### src/rtl/adder_bist_ctrl.sv
// BIST controller for the N-bit ripple adder: LFSR operand generation, MISR compaction, golden compare.
// Optional macro ADDER_BIST_SIG_OUT_EN exposes the MISR signature on sig_out.
module adder_bist_ctrl #(
    parameter int          N       = 16,
    parameter int          PAT_NUM = 64,
    parameter logic [31:0] SEED    = 32'hACE1_1234,
    parameter logic [N:0]  GOLDEN  = '0
) (
    input  logic         clk,
    input  logic         rst,
    input  logic         bist_start,
    input  logic         bist_clr,
    input  logic [N-1:0] sum,
    input  logic         co,
    output logic [N-1:0] a,
    output logic [N-1:0] b,
    output logic         ci,
    output logic [5:0]   com_res,
    output logic         sel
`ifdef ADDER_BIST_SIG_OUT_EN
    ,
    output logic [N:0]   sig_out
`endif
);

    localparam logic [1:0] S_IDLE  = 2'b00;
    localparam logic [1:0] S_RUN   = 2'b01;
    localparam logic [1:0] S_CHECK = 2'b10;
    localparam logic [1:0] S_DONE  = 2'b11;

    localparam logic [9:0] CNT_LAST = 10'(PAT_NUM - 1);

    logic [1:0]   r_state;
    logic [31:0]  r_lfsr;
    logic [N:0]   r_misr;
    logic [9:0]   r_cnt;
    logic [N-1:0] r_a;
    logic [N-1:0] r_b;
    logic         r_ci;
    logic         r_pass;
    logic         r_fail;
    logic         r_sel;
    logic [5:0]   r_comRes;

    logic [31:0]  w_lfsrStep;
    logic [N:0]   w_misrStep;
    logic         w_sigMatch;

    logic [1:0]   w_stateNext;
    logic [31:0]  w_lfsrNext;
    logic [N:0]   w_misrNext;
    logic [9:0]   w_cntNext;
    logic         w_passNext;
    logic         w_failNext;
    logic         w_opsLoad;
    logic         w_busyNext;
    logic         w_doneNext;

    assign w_lfsrStep = {r_lfsr[30:0], r_lfsr[31] ^ r_lfsr[21] ^ r_lfsr[1] ^ r_lfsr[0]};
    assign w_misrStep = {r_misr[N-1:0], r_misr[N]} ^ {co, sum};
    assign w_sigMatch = (r_misr == GOLDEN);

    always_comb begin
        w_stateNext = r_state;
        w_lfsrNext  = r_lfsr;
        w_misrNext  = r_misr;
        w_cntNext   = r_cnt;
        w_passNext  = r_pass;
        w_failNext  = r_fail;
        case (r_state)
            S_IDLE: begin
                if (bist_start) begin
                    w_stateNext = S_RUN;
                    w_lfsrNext  = SEED;
                    w_misrNext  = '0;
                    w_cntNext   = '0;
                    w_passNext  = 1'b0;
                    w_failNext  = 1'b0;
                end
            end
            S_RUN: begin
                w_lfsrNext = w_lfsrStep;
                w_misrNext = w_misrStep;
                w_cntNext  = r_cnt + 10'd1;
                if (r_cnt == CNT_LAST) begin
                    w_stateNext = S_CHECK;
                end
            end
            S_CHECK: begin
                w_passNext  = w_sigMatch;
                w_failNext  = ~w_sigMatch;
                w_stateNext = S_DONE;
            end
            S_DONE: begin
                if (bist_clr) begin
                    w_stateNext = S_IDLE;
                    w_passNext  = 1'b0;
                    w_failNext  = 1'b0;
                end
            end
            default: begin
                w_stateNext = S_IDLE;
            end
        endcase
    end

    // Operands and status are registered from next-state values so they line up with the state they describe.
    assign w_opsLoad  = (w_stateNext == S_RUN);
    assign w_busyNext = (w_stateNext == S_RUN) || (w_stateNext == S_CHECK);
    assign w_doneNext = (w_stateNext == S_DONE);

    always_ff @(posedge clk) begin
        if (rst) begin
            r_state  <= S_IDLE;
            r_lfsr   <= SEED;
            r_misr   <= '0;
            r_cnt    <= '0;
            r_a      <= '0;
            r_b      <= '0;
            r_ci     <= 1'b0;
            r_pass   <= 1'b0;
            r_fail   <= 1'b0;
            r_sel    <= 1'b0;
            r_comRes <= 6'b000000;
        end else begin
            r_state  <= w_stateNext;
            r_lfsr   <= w_lfsrNext;
            r_misr   <= w_misrNext;
            r_cnt    <= w_cntNext;
            r_a      <= w_opsLoad ? w_lfsrNext[N-1:0] : '0;
            r_b      <= w_opsLoad ? w_lfsrNext[N+15:16] : '0;
            r_ci     <= w_opsLoad ? (w_lfsrNext[31] ^ w_lfsrNext[0]) : 1'b0;
            r_pass   <= w_passNext;
            r_fail   <= w_failNext;
            r_sel    <= w_doneNext;
            r_comRes <= {w_busyNext, w_doneNext, w_passNext, w_failNext, w_stateNext};
        end
    end

    assign a       = r_a;
    assign b       = r_b;
    assign ci      = r_ci;
    assign com_res = r_comRes;
    assign sel     = r_sel;

`ifdef ADDER_BIST_SIG_OUT_EN
    // The MISR only moves during RUN and is cleared by start, so it is already frozen from CHECK on.
    assign sig_out = r_misr;
`endif

endmodule

### config.mk
export PLATFORM = sky130hd
export DESIGN_NAME = adder_bist_ctrl
export DESIGN_NICKNAME = d
export VERILOG_FILES = /design/src/rtl/adder_bist_ctrl.sv
export SDC_FILE = /design/constraint.sdc
export NUM_CORES = 1
export LEC_CHECK = 0
export CAP_MARGIN = 5
export CELL_PAD_IN_SITES_DETAIL_PLACEMENT = 0
export CELL_PAD_IN_SITES_GLOBAL_PLACEMENT = 2
export CORE_MARGIN = 1.5
export CORE_UTILIZATION = 34
export CTS_CLUSTER_DIAMETER = 60
export DETAILED_ROUTE_END_ITERATION = 10
export PLACE_DENSITY_LB_ADDON = 0.1
export SLEW_MARGIN = 20
export SYNTH_ARGS = -nofsm -noshare
export SYNTH_HDL_FRONTEND = slang
export SYNTH_SLANG_ARGS = --single-unit
### constraint.sdc
create_clock -name clk -period 4.33 [get_ports clk]
set_clock_uncertainty 0.05 [all_clocks]
set_input_delay 0.866 -clock clk [delete_from_list [all_inputs] [get_ports clk]]
set_output_delay 0.866 -clock clk [all_outputs]
set_load 0.05 [all_outputs]
==> flow_summary.json, run 1 <==
{
  "setup_violations": 0,
  "synth_edf_count": 0,
  "seq_area_mm2": 0.001962,
  "ys_top_cells_by_count": "98 x dfxtp_1, 85 x nor2_1, 36 x a22oi_1",
  "rsz0062_at_grt": "false",
  "drt_wl_total_mm": 7.257,
  "cp_max_fo": 10,
  "synth_seq_cells": 98,
  "synth_xor_area_frac": 0.04968,
  "synthAdderAreaFrac": 0.003549,
  "via_per_inst": 4.763,
  "place_congestion": 0.6748,
  "grt_antenna_before_repair": 0,
  "status": "finished clean",
  "cts_setup_buffers": 0,
  "worstMarginPinSlew_ps": 879.7,
  "die_area_mm2": 0.01099,
  "cp_slowest_stage_delay_ps": 880,
  "drt_iter0_markers": 115,
  "die_h_um": 104.8,
  "crit_required_ps": 3410,
  "end_kind": "output port",
  "cts_root_buf": "clkbuf_8",
  "crit_arrival_ps": 1790,
  "cellLeakagePower_nw": 1.747,
  "crit_path_top_delay_cell": "clkdlybuf4s50_1",
  "critical_path.top_delay_family": "buffers and inverters",
  "portBuffers": 60,
  "crit_chain": "clkdlybuf4s50_1",
  "r2r_setup_slack_ps": 2270,
  "min_period_over_period": 0.6244,
  "numCtsBuffers": 9,
  "synthesis.nets": 390,
  "synth_compound_area_frac": 0.1611,
  "overflow": 0,
  "start_kind": "flip-flop",
  "synthMuxAreaShare": 0.003194,
  "tns_ps": 0,
  "syn_to_final_growth_pct": 26.47,
  "syn_area_mm2": 0.003526,
  "firstDrtPassIters": 4,
  "gr-usage-all-layers": 0.1401,
  "post_cts_resized": 0,
  "hold_violations": 0,
  "synth_cell_type_count": 42,
  "yosys_warnings": 0,
  "path_class": "reg2out",
  "power.density_mw_per_mm2": 426.4,
  "n_antenna_cell": 0,
  "cts_max_path_buffers": 2,
  "synth_top_area_frac": 0.5564,
  "die_w_um": 104.8,
  "synthCells": 368,
  "cts_num_sinks": 98,
  "synthTopCellsByArea": "dfxtp_1 56%, nor2_1 9.0%, a22oi_1 7.7%, xor2_1 4.5%, and2_1 3.4%",
  "min_period_ps": 2704,
  "hold_class": "reg2reg",
  "synth_area_per_cell_um2": 9.581,
  "yosysMostFrequentCell": "dfxtp_1",
  "whs_ps": 440.8,
  "vdd_drop_max_mv": 0.1434,
  "synth_flop_cell": "dfxtp_1",
  "fmaxAchievable_ghz": 0.3699,
  "hpwl_mm": 4.514,
  "drc": 0,
  "drive_gt1_frac": 0.06905,
  "async_flop_share": 0,
  "relSlewSlack": 0.4103,
  "synth_top_area_cell": "dfxtp_1",
  "h-tree-depth": 3,
  "path_buf_inv": 1,
  "synth-simple-area-share": 0.1867,
  "grt_pass1_vias": 2480,
  "start_util": 0.3558,
  "rows": 36,
  "synth_top_family_by_area": "simple AND/OR/NAND/NOR gates",
  "num_vias": 2634,
  "grt_pass1_wl_mm": 12.34,
  "maxCapViolCount": 0,
  "antenna_left": 0,
  "ys_seq_area_frac": 0.5564,
  "nets": 437,
  "core_mm2": 0.009910,
  "num_io_pins": 61,
  "cts_tree": "yes",
  "insertion_delay_ps": 350,
  "ctsHoldBuffers": 0,
  "path_clk_slew_ps": 90,
  "fillers": 994,
  "slew_violations": 0,
  "multi_input_area_mm2": 0.001444,
  "wire_per_inst_um": 13.12,
  "grt_max_degree": 67
}
==> through the flow <==
step,utilization,cells,power [mW],instance area (um2),setup slack [ps]
floorplan,-,368,1.149,3526,2452
global placement,0.4229,536,1.229,4190,1729
detailed placement,0.4229,536,1.231,4190,1671
CTS,0.4472,552,1.924,4432,1600
global route,0.4500,553,1.998,4459,1538
finish,0.4500,553,1.901,4459,1626
==> flip-flops by register name, summed over array words and instances (netlist names), named ones only <==
register	flops
a	16
b	16
ci	1
com_res	3
r_cnt	10
r_lfsr	32
r_misr	17
r_state	1
==> worst paths after layout <==
| check | depth (start not counted) | end | startpoint |
|---|---|---|---|
| setup / recovery | 1 | com_res[0] | r_state[0] |
| hold / removal | 1 | b[2] | r_lfsr[17] |
| setup reg to reg | 5 | r_cnt[9] | r_state[0] |
| hold reg to reg | 1 | b[2] | r_lfsr[17] |
==> power breakdown <==
part / internal [mW] / switching (mW)
logic: 0.0940 / 0.148
registers: 0.943 / 0.0261
clock network: 0.384 / 0.307
total: 1.42 / 0.481
==> placed cells by master (no fill, tap or decap), types with 2 or more instances in the layout <==
cell type and count:
a21oi_1 11, a22oi_1 36, and2_1 19, and3_1 2
buf_4 3, bufinv_16 3, clkbuf_8 9, clkdlybuf4s50_1 59
clkinv_2 2, clkinv_4 2, dfxtp_1 98, nand2_1 10
nand3_1 3, nand4_1 2, nor2_1 85, nor3_1 2
nor4_1 4, o211ai_1 3, o21ai_0 6, o21bai_1 13
or3_1 4, xnor2_1 2, xor2_1 18
==> metal layers <==
| metal | routed length, um | share of wire | vias up | GRT usage |
|---|---|---|---|---|
| met5 | 0 | 0 | - | 0 |
| met2 | 3212 | 0.44 | 48 | 0.2087 |
| li1 | - | - | 1354 | - |
| met4 | 109 | 0.015 | 0 | 0.06164 |
| met1 | 3679 | 0.51 | 1222 | 0.1971 |
| met3 | 255 | 0.035 | 10 | 0.02495 |
==> cells by family (layout without fill, tap and decap cells) <==
logic type | after synthesis | in the layout
AO/OA/AOI/OAI | 80 | 80
adder cells (fa/ha/maj) | 1 | 1
buffers and inverters | 28 | 80
multiplexers | 1 | 1
AND/OR/NAND/NOR | 140 | 140
XOR/XNOR | 20 | 20
flip-flops | 98 | 98
==> layout make-up <==
type,instances,area share
Timing Repair Buffer,64,0.1448
Clock inverter,7,0.02637
Tap cell,133,0.03732
Multi-Input combinational cell,242,0.3238
Clock buffer,9,0.02778
Sequential cell,98,0.4400
==> worst reg2reg max path, cell delays in order (launching register included) <==
cell and delay, ps:
dfxtp_1 560, nor2b_4 550, buf_16 240, nand4_1 130, or3_1 330, a21oi_1 140
Power figures use the tool's default switching activity.
==> run 2, diff against run 1 <==
--- a/config.mk
+++ b/config.mk
@@ -9,7 +9,7 @@
 export CELL_PAD_IN_SITES_DETAIL_PLACEMENT = 0
 export CELL_PAD_IN_SITES_GLOBAL_PLACEMENT = 2
 export CORE_MARGIN = 1.5
-export CORE_UTILIZATION = 34
+export CORE_UTILIZATION = 29
 export CTS_CLUSTER_DIAMETER = 60
 export DETAILED_ROUTE_END_ITERATION = 10
 export PLACE_DENSITY_LB_ADDON = 0.1
==> constraint.sdc (replaced) <==
create_clock -name clk -period 2.4 [get_ports clk]
set_clock_uncertainty 0.05 [all_clocks]
set_input_delay 0.48 -clock clk [delete_from_list [all_inputs] [get_ports clk]]
set_output_delay 0.48 -clock clk [all_outputs]
set_load 0.05 [all_outputs]
==> flow_summary.json, run 2 (synthesis results as in run 1) <==
{
  "start_util": 0.2960,
  "syn_to_final_growth_pct": 29.28,
  "drive_gt1_frac": 0.07075,
  "regToRegStartpoint": "r_cnt[0]",
  "n_antenna_cell": 0,
  "grt_pass1_vias": 2539,
  "r2r_setup_slack_ps": 500,
  "die_h_um": 113.3,
  "cts_root_buf": "clkbuf_16",
  "cp.depth": 1,
  "relSlewSlack": 0.3887,
  "rsz0062_at_grt": "false",
  "final_cell_mix": "98 x dfxtp_1, 85 x nor2_1, 59 x clkdlybuf4s50_1",
  "cts_setup_buffers": 0,
  "num_io_pins": 61,
  "cts_max_path_buffers": 2,
  "drt_wl_total_mm": 7.875,
  "maxCapViolCount": 0,
  "crit_required_ps": 1870,
  "min_period_ps": 2296,
  "crit_arrival_ps": 1770,
  "post_cts_resized": 0,
  "grt_antenna_before_repair": 0,
  "rows": 40,
  "cp_slowest_stage_delay_ps": 880,
  "path_buf_inv": 1,
  "largest_reg_flops": 32,
  "setup_violations": 0,
  "cellLeakagePower_nw": 1.783,
  "overflow": 0,
  "vdd_drop_max_mv": 0.2554,
  "drt_iter0_markers": 131,
  "numCtsBuffers": 9,
  "start_kind": "flip-flop",
  "grt_max_degree": 66,
  "cts_tree": "yes",
  "crit_chain": "clkdlybuf4s50_1",
  "grt_pass1_wl_mm": 12.95,
  "via_per_inst": 4.685,
  "crit_path_top_delay_cell": "clkdlybuf4s50_1",
  "worstHoldEndpoint": "a[13]",
  "firstDrtPassIters": 4,
  "slew_violations": 0,
  "h-tree-depth": 3,
  "cts_num_sinks": 98,
  "critical_path.top_delay_family": "buffers and inverters",
  "hpwl_mm": 5.039,
  "insertion_delay_ps": 340,
  "fin_area_mm2": 0.004558,
  "nets": 441,
  "gr-usage-all-layers": 0.1282,
  "top_register": "r_lfsr",
  "final_core_util": 0.3827,
  "die_w_um": 113.3,
  "status": "finished clean",
  "place_congestion": 0.7210,
  "final_common_cell": "dfxtp_1",
  "wire_per_inst_um": 13.79,
  "ff2ff_path_depth": 5,
  "fmaxAchievable_ghz": 0.4355,
  "path_clk_slew_ps": 70,
  "cp_max_fo": 10,
  "hold_class": "reg2reg",
  "holdPathStages": 1,
  "path_class": "reg2out",
  "min_period_over_period": 0.9567,
  "antenna_left": 0,
  "drc": 0,
  "hold_violations": 0,
  "power.density_mw_per_mm2": 813.5,
  "die_area_mm2": 0.01283,
  "r2r_end": "a[1]",
  "worstMarginPinSlew_ps": 912.0,
  "portBuffers": 60,
  "placed_area_mm2": 0.004245,
  "end_kind": "output port",
  "num_vias": 2675,
  "tns_ps": 0,
  "core_mm2": 0.01191,
  "layout_top_registers": "r_lfsr (32), r_misr (17)",
  "min_from": "r_lfsr[12]",
  "ctsHoldBuffers": 0
}
[run 2: cell count changes in the layout (fill, tap and decap cells not counted)]
| cell | previous run | this run |
|---|---|---|
| clkbuf_16 | 0 | 9 |
| clkbuf_8 | 9 | 0 |
| buf_4 | 3 | 8 |
| clkbuf_1 | 0 | 3 |
| clkinv_2 | 2 | 0 |
| buf_16 | 1 | 0 |
| bufinv_16 | 3 | 2 |
| clkinv_4 | 2 | 1 |
| clkinvlp_4 | 0 | 1 |
[run 2: stage by stage]
step	hold WS, ps	std cells	total power, mW	setup slack, ps
after CTS	441.7	571	3.767	77.32
after global placement	419.0	555	2.233	374.3
after detailed placement	425.0	555	2.236	351.1
final	435.7	571	3.708	104.0
after global routing	455.5	571	3.879	7.824
after floorplan	402.2	368	2.073	521.7
[run 2: power breakdown]
group          switching (mW)  internal [mW]
clock                   0.600          0.917
sequential             0.0478           1.70
combinational           0.270          0.171
[run 2: how the worst max path moves through the flow]
stage,end,from
floorplan,r_cnt[8],r_state[0]
global placement,r_lfsr[0],bist_start
detailed placement,r_lfsr[0],bist_start
CTS,com_res[0],r_state[0]
global route,com_res[0],r_state[0]
finish,com_res[0],r_state[0]
[run 2: cell type report]
| cell class | instances | area [um2] |
|---|---|---|
| Tap cell | 147 | 183.9 |
| Clock inverter | 4 | 76.32 |
| Multi-Input combinational cell | 242 | 1444 |
| Timing Repair Buffer | 68 | 655.6 |
| Fill cell | 1243 | 7353 |
| Sequential cell | 98 | 1962 |
| Clock buffer | 12 | 236.5 |
[run 2: per-layer routing]
metal / track usage / wire length [um] / up-vias
met1: 0.1734 / 3924 / 1255
met5: 0 / 0 / -
met2: 0.2000 / 3582 / 42
met3: 0.02142 / 224 / 12
li1: - / - / 1366
met4: 0.06000 / 144 / 0
==> RTL edit 1, RTL diff (settings of run 1) <==
Make the reset (`rst`) asynchronous in one clocked block.
--- a/src/rtl/adder_bist_ctrl.sv
+++ b/src/rtl/adder_bist_ctrl.sv
@@ -109,7 +109,7 @@
     assign w_busyNext = (w_stateNext == S_RUN) || (w_stateNext == S_CHECK);
     assign w_doneNext = (w_stateNext == S_DONE);
 
-    always_ff @(posedge clk) begin
+    always_ff @(posedge clk or posedge rst) begin
         if (rst) begin
             r_state  <= S_IDLE;
             r_lfsr   <= SEED;
Formal check against the unedited RTL: differs if rst is asserted again (counterexample within 4 cycles, from zero or initial values and one cycle with rst high); with rst held inactive, the same outputs for 10 cycles.
==> RTL edit 1 against run 1 <==
  * Final area up 8.2%
  * Global-route usage down 0.29 points
  * Setup slack worse by 0.022 ns
  * Area after synthesis up 8.7%
  * Sequential cell count unchanged
  * Via count down 9.0%
  * Wire length up 1.8%
  * Core utilization down 0.89 points
  * Critical path depth unchanged
Power is not compared: it rests on default switching activity, and its combinational part moved more than twofold at a synthesized area within 25%.
==> RTL edit 1: results (changes against run 1) <==
- The setup TNS is 0 ns (unchanged).
- The number of clock buffers inserted by TritonCTS is 9 (unchanged).
- The cell family contributing the most delay on the critical path is buffers and inverters.
- The run finished with clean final reports.
- The violation count after the first detailed-routing iteration came to 81 (-30%).
- The clock tree buffer depth is 2 (unchanged).
- The tree is rooted in a sky130_fd_sc_hd__clkbuf_16.
- The clock-pin slew reported for the worst setup and hold paths after clock tree synthesis is 0.06 ns (-0.03 ns).
- The number of vias per cell after detailed routing was 4.75 (-0.31%).
- The latest clock arrival within the worst-skew pair is 0.34 ns.
- The arrival time of data at the critical path endpoint came to 1.81 ns (+0.02 ns).
- The distinct cell type count of the synthesized netlist is 42 (unchanged).
- The total number of H-tree levels was 3 (unchanged).
- The placed wire-length estimate after detailed placement is 4760 µm (+5.5%).
- The worst-case vdd ir drop is 0.477 mV.
- The total of warnings raised by yosys is 0 (unchanged).
- The pin count of the biggest net entering global routing was 65 (-3.0%).
- The maximum fanout along the worst path is 14 (+4).
- The net count after synthesis was 326 (-16%).
- By area the synthesized netlist is led by sky130_fd_sc_hd__dfrtp_1 56%, sky130_fd_sc_hd__dfstp_2 8.9%, sky130_fd_sc_hd__and2_1 5.2%, sky130_fd_sc_hd__a22o_1 4.6%, sky130_fd_sc_hd__xnor2_1 4.6%.
- The slowest cell on the critical path is sky130_fd_sc_hd__clkdlybuf4s50_1.
- The normalized max-slew margin is 0.443 (+0.0326).
- The number of detailed-route iterations in the first pass came to 4 (unchanged).
- The async set-reset flop share out of synthesis is 1.00 (+1.00).
- The number of buffers added for setup after CTS is 0 (unchanged).
- The initial antenna violation count is 0 (unchanged).
- In the final layout, the registers with the most flip-flops are r_lfsr: 32 flops, r_misr: 17 flops.
- The switching part of the total power is 0.402.
- The number of input and output port buffers inserted is 60 (unchanged).
- The wire length per cell was 14.6 µm (+11%).
- The final layout net count is 384 (-12%).
- The fraction of layout instances using a drive strength above 1 came to 0.121 (+0.0515).
- The global-route usage over all layers is 0.137 (-0.00293).
- The part of the Yosys area used for sequential elements is 0.644 (+0.0879).
- The worst setup slack before clock tree synthesis came to 1.45 ns (-0.222 ns).
- The first-pass GRT wire length came to 12200 µm (-0.90%).
- The delay of the slowest cell on the worst path is 0.88 ns (about the same).
- The count of inserted antenna diode cells is 0 (unchanged).
- After synthesis, the most frequently instantiated cells are 85 x sky130_fd_sc_hd__dfrtp_1, 33 x sky130_fd_sc_hd__nand2_1, 32 x sky130_fd_sc_hd__and2_1.
- The path type of the worst min-delay path is reg -> reg.
- The number of fillers in the final layout is 1037 (+4.3%).
- The post-cts sizing count is 0 (unchanged).
- The via count of the first global-routing pass is 2489 (+0.36%).
- Summed over all cells, the static leakage comes to 2.01 nW.
- The weighted congestion reported at the end of routability-driven placement is 0.690 (+2.2%).
-- RTL edit 1: cell types whose count changed after synthesis, sizes merged, moves of 14 or more --
cell	run 1	this run
a22o	0	20
nor2	85	2
o21ai	6	25
dfxtp	98	0
nand2	10	33
xnor2	2	20
a22oi	36	1
and2	19	33
dfrtp	0	85
xor2	18	1
-- RTL edit 1: per-layer routing --
metal	wire (µm)	part of all wire	global-route usage	vias up
met5	0	0	0	-
li1	-	-	-	1159
met4	168	0.023	0.0789	0
met1	3800	0.51	0.197	1185
met2	3190	0.43	0.194	44
met3	229	0.031	0.0233	10
-- RTL edit 1: kinds of logic after synthesis --
family	Yosys count	synth area share
flops	98	0.644
mux	3	0.00816
xor+xnor	21	0.0480
compound gates	68	0.131
buf+inv	22	0.0327
simple gates	87	0.126
fa+ha+maj	3	0.00980
-- RTL edit 1: path summary, 6_finish.rpt --
check / from / end / slack [ns] / cells after the start
worst max register to register: com_res[1] / ci / 1.81 / 7
worst min-delay path: r_cnt[9] / r_cnt[9] / 0.44 / 1
worst min register to register: r_cnt[9] / r_cnt[9] / 0.44 / 1
worst max-delay path: com_res[1] / com_res[1] / 1.60 / 1
max in group asynchronous: rst / r_lfsr[16] / 2.44 / 3
min in group asynchronous: rst / a[15] / 0.99 / 2
-- RTL edit 1: area by class of cell --
| type | count | area [µm²] | area share |
|---|---|---|---|
| Inverter | 3 | 13.8 | 0.00285 |
| Timing Repair Buffer | 66 | 646 | 0.134 |
| Tap cell | 140 | 175 | 0.0363 |
| Clock buffer | 11 | 243 | 0.0503 |
| Multi-Input combinational cell | 182 | 1240 | 0.257 |
| Clock inverter | 5 | 36.3 | 0.00752 |
| Sequential cell | 98 | 2470 | 0.512 |
-- RTL edit 1: power by group through the flow --
stage / Clock [mW] / Sequential [mW] / Combinational (mW)
6_report: 0.749 / 1.67 / 1.96
2_1_floorplan: 0 / 2.18 / 0.912
5_1_grt: 0.808 / 1.73 / 2.14
4_1_cts: 0.783 / 1.67 / 1.99
3_5_place_dp: 0 / 1.68 / 1.98
3_3_place_gp: 0 / 1.68 / 1.98
-- RTL edit 1: through the flow --
stage	instances	area [µm²]
final	505	4820
after global routing	505	4820
after detailed placement	489	4540
after CTS	505	4820
after floorplan	302	3830
after global placement	489	4540
==> RTL edit 2, RTL diff (config.mk and constraints of run 1) <==
Made on the original files. `N`: 16 -> 8.
--- a/src/rtl/adder_bist_ctrl.sv
+++ b/src/rtl/adder_bist_ctrl.sv
@@ -1,7 +1,7 @@
 // BIST controller for the N-bit ripple adder: LFSR operand generation, MISR compaction, golden compare.
 // Optional macro ADDER_BIST_SIG_OUT_EN exposes the MISR signature on sig_out.
 module adder_bist_ctrl #(
-    parameter int          N       = 16,
+    parameter int          N       = 8,
     parameter int          PAT_NUM = 64,
     parameter logic [31:0] SEED    = 32'hACE1_1234,
     parameter logic [N:0]  GOLDEN  = '0
Ports: changed (resized a, b and sum); port bits go from 61 to 37. No check against the original RTL was run, so the function may have changed too.
==> RTL edit 2 against run 1 <==
  * Final area down 26%
  * Total power down 26%
  * Area after synthesis down 22%
  * Non-clock buffer count down 24
  * Setup slack worse by 0.10 ns
  * Core utilization down 2.3 points
  * Sequential cell count down 24
  * Wire length down 21%
  * Register-to-register slack worse by 0.61 ns
  * Sequential share of layout area up 0.68 points
  * Maximum frequency down 3.7%
  * Largest cell class unchanged
  * Highest routed layer unchanged
==> RTL edit 2: results (changes against run 1) <==
- The run finished with clean final reports.
- By area the synthesized netlist is led by sky130_fd_sc_hd__dfxtp_1 54%, sky130_fd_sc_hd__a22oi_1 8.2%, sky130_fd_sc_hd__nor2_1 8.1%, sky130_fd_sc_hd__nand2b_1 3.2%, sky130_fd_sc_hd__xor2_1 3.2%.
- The via count of the first global-routing pass is 1981 (-20%).
- The origin of the critical flop-to-flop path is r_cnt[6].
- The maximum fanout along the worst path came to 13 (+3).
- The pin count of the biggest net entering global routing is 58 (-13%).
- The net count after synthesis is 304 (-22%).
- The via total after detailed routing is 2079 (-21%).
- The delay of the slowest cell on the worst path is 0.90 ns (+0.02 ns).
- The fraction of layout instances using a drive strength above 1 came to 0.0872 (+0.0182).
- The pin slew with the least headroom to its limit is 0.901 ns (+0.0208 ns).
- The first-pass GRT wire length is 9840 µm (-20%).
- The number of cell instances on the worst register-to-register path came to 7 (+2).
- The weighted congestion reported at the end of routability-driven placement is 0.748 (+11%).
- The largest registers in the layout are r_lfsr: 32 flops, r_cnt: 10 flops, r_misr: 9 flops.
- In this run the critical register-to-register path is captured at ci.
- The placed wire-length estimate after detailed placement is 3410 µm (-24%).
- The distinct cell type count of the synthesized netlist is 40 (-4.8%).
- The leakage power of the design is 1.24 nW (-29%).
- The wire length per cell is 13.5 µm (+2.8%).
- The arrival time of data at the critical path endpoint was 1.89 ns (+0.10 ns).
- The commonest cells after synthesis are 74 x sky130_fd_sc_hd__dfxtp_1, 59 x sky130_fd_sc_hd__nor2_1, 30 x sky130_fd_sc_hd__a22oi_1.
- The final layout net count is 332 (-24%).
- The part of the Yosys area used for sequential elements is 0.539 (-0.0173).
- The most used flip-flop cell after synthesis is sky130_fd_sc_hd__dfxtp_1.
- The number of fillers in the final layout came to 791 (-20%).
- The dominant delay contributor by cell family on the critical path is buffers and inverters.
- The global-route usage over all layers is 0.148 (+0.00783).
- The slowest stage of the critical path is the sky130_fd_sc_hd__clkdlybuf4s50_1 cell.
- The number of input and output port buffers inserted is 36 (-40%).
- Tracing the worst setup path back leads to its startpoint at com_res[1].
- The depth of the worst hold-timing path is 2 (+1).
- The critical path ends at com_res[1].
- The internal reg-to-reg setup slack is 1.66 ns (-0.61 ns).
- The worst-case vdd ir drop came to 0.157 mV (+9.2%).
- The violation count after the first detailed-routing iteration was 161 (+40%).
## RTL edit 2: cell count changes after synthesis, moves of 4 or more
cell	delta
sky130_fd_sc_hd__and2_1	-19
sky130_fd_sc_hd__o21bai_1	-13
sky130_fd_sc_hd__nor2_1	-26
sky130_fd_sc_hd__buf_2	-4
sky130_fd_sc_hd__xor2_1	-8
sky130_fd_sc_hd__a22oi_1	-6
sky130_fd_sc_hd__dfxtp_1	-24
sky130_fd_sc_hd__o22ai_1	+13
sky130_fd_sc_hd__nand2b_1	+13
## RTL edit 2: layout make-up
cell class	instances	area, µm²	area share
timing repair buffer	40	385	0.116
clock buffer	9	124	0.0374
sequential	74	1480	0.447
multi-input combinational	189	1130	0.341
tap	102	128	0.0385
inverter	2	7.51	0.00226
clock inverter	7	60.1	0.0181
## RTL edit 2: kinds of logic after synthesis
| family | count (synthesis) | synth area share |
|---|---|---|
| muxes | 2 | 0.00820 |
| AOI/OAI and AO/OA | 69 | 0.173 |
| DFF | 74 | 0.539 |
| xor gates and xnor gates | 12 | 0.0383 |
| and+or+nand+nor | 103 | 0.179 |
| buffers and inverters | 25 | 0.0496 |
| adders and majority gates | 3 | 0.0137 |
## RTL edit 2: report_power, final
group          total, mW  leakage, nW  switching (mW)  internal (mW)
logic              0.177        0.551           0.111         0.0658
clock network      0.501       0.0848           0.283          0.218
registers          0.728        0.604          0.0173          0.710
## RTL edit 2: how the worst min path moves through the flow
stage | from | end | slack [ns]
after detailed placement | flip-flop | flip-flop | 0.40
final | flip-flop | flip-flop | 0.41
after global routing | flip-flop | flip-flop | 0.46
after global placement | flip-flop | flip-flop | 0.39
after CTS | flip-flop | flip-flop | 0.41
after floorplan | flip-flop | flip-flop | 0.39
## RTL edit 2: metrics by stage
step | setup WS (ns) | total power [mW] | util | cells | area, µm²
global route | 1.39 | 1.48 | 0.427 | 423 | 3320
finish | 1.52 | 1.41 | 0.427 | 423 | 3320
detailed placement | 1.31 | 0.925 | 0.403 | 407 | 3130
global placement | 1.35 | 0.925 | 0.403 | 407 | 3130
floorplan | 2.09 | 0.867 | - | 288 | 2750
CTS | 1.51 | 1.43 | 0.427 | 423 | 3320
## RTL edit 2: routing by layer
metal	GRT usage	share of wire	vias up
li1	-	-	1070
met1	0.198	0.50	951
met2	0.221	0.44	46
met3	0.0337	0.038	12
met4	0.0758	0.022	0
met5	0	0	-
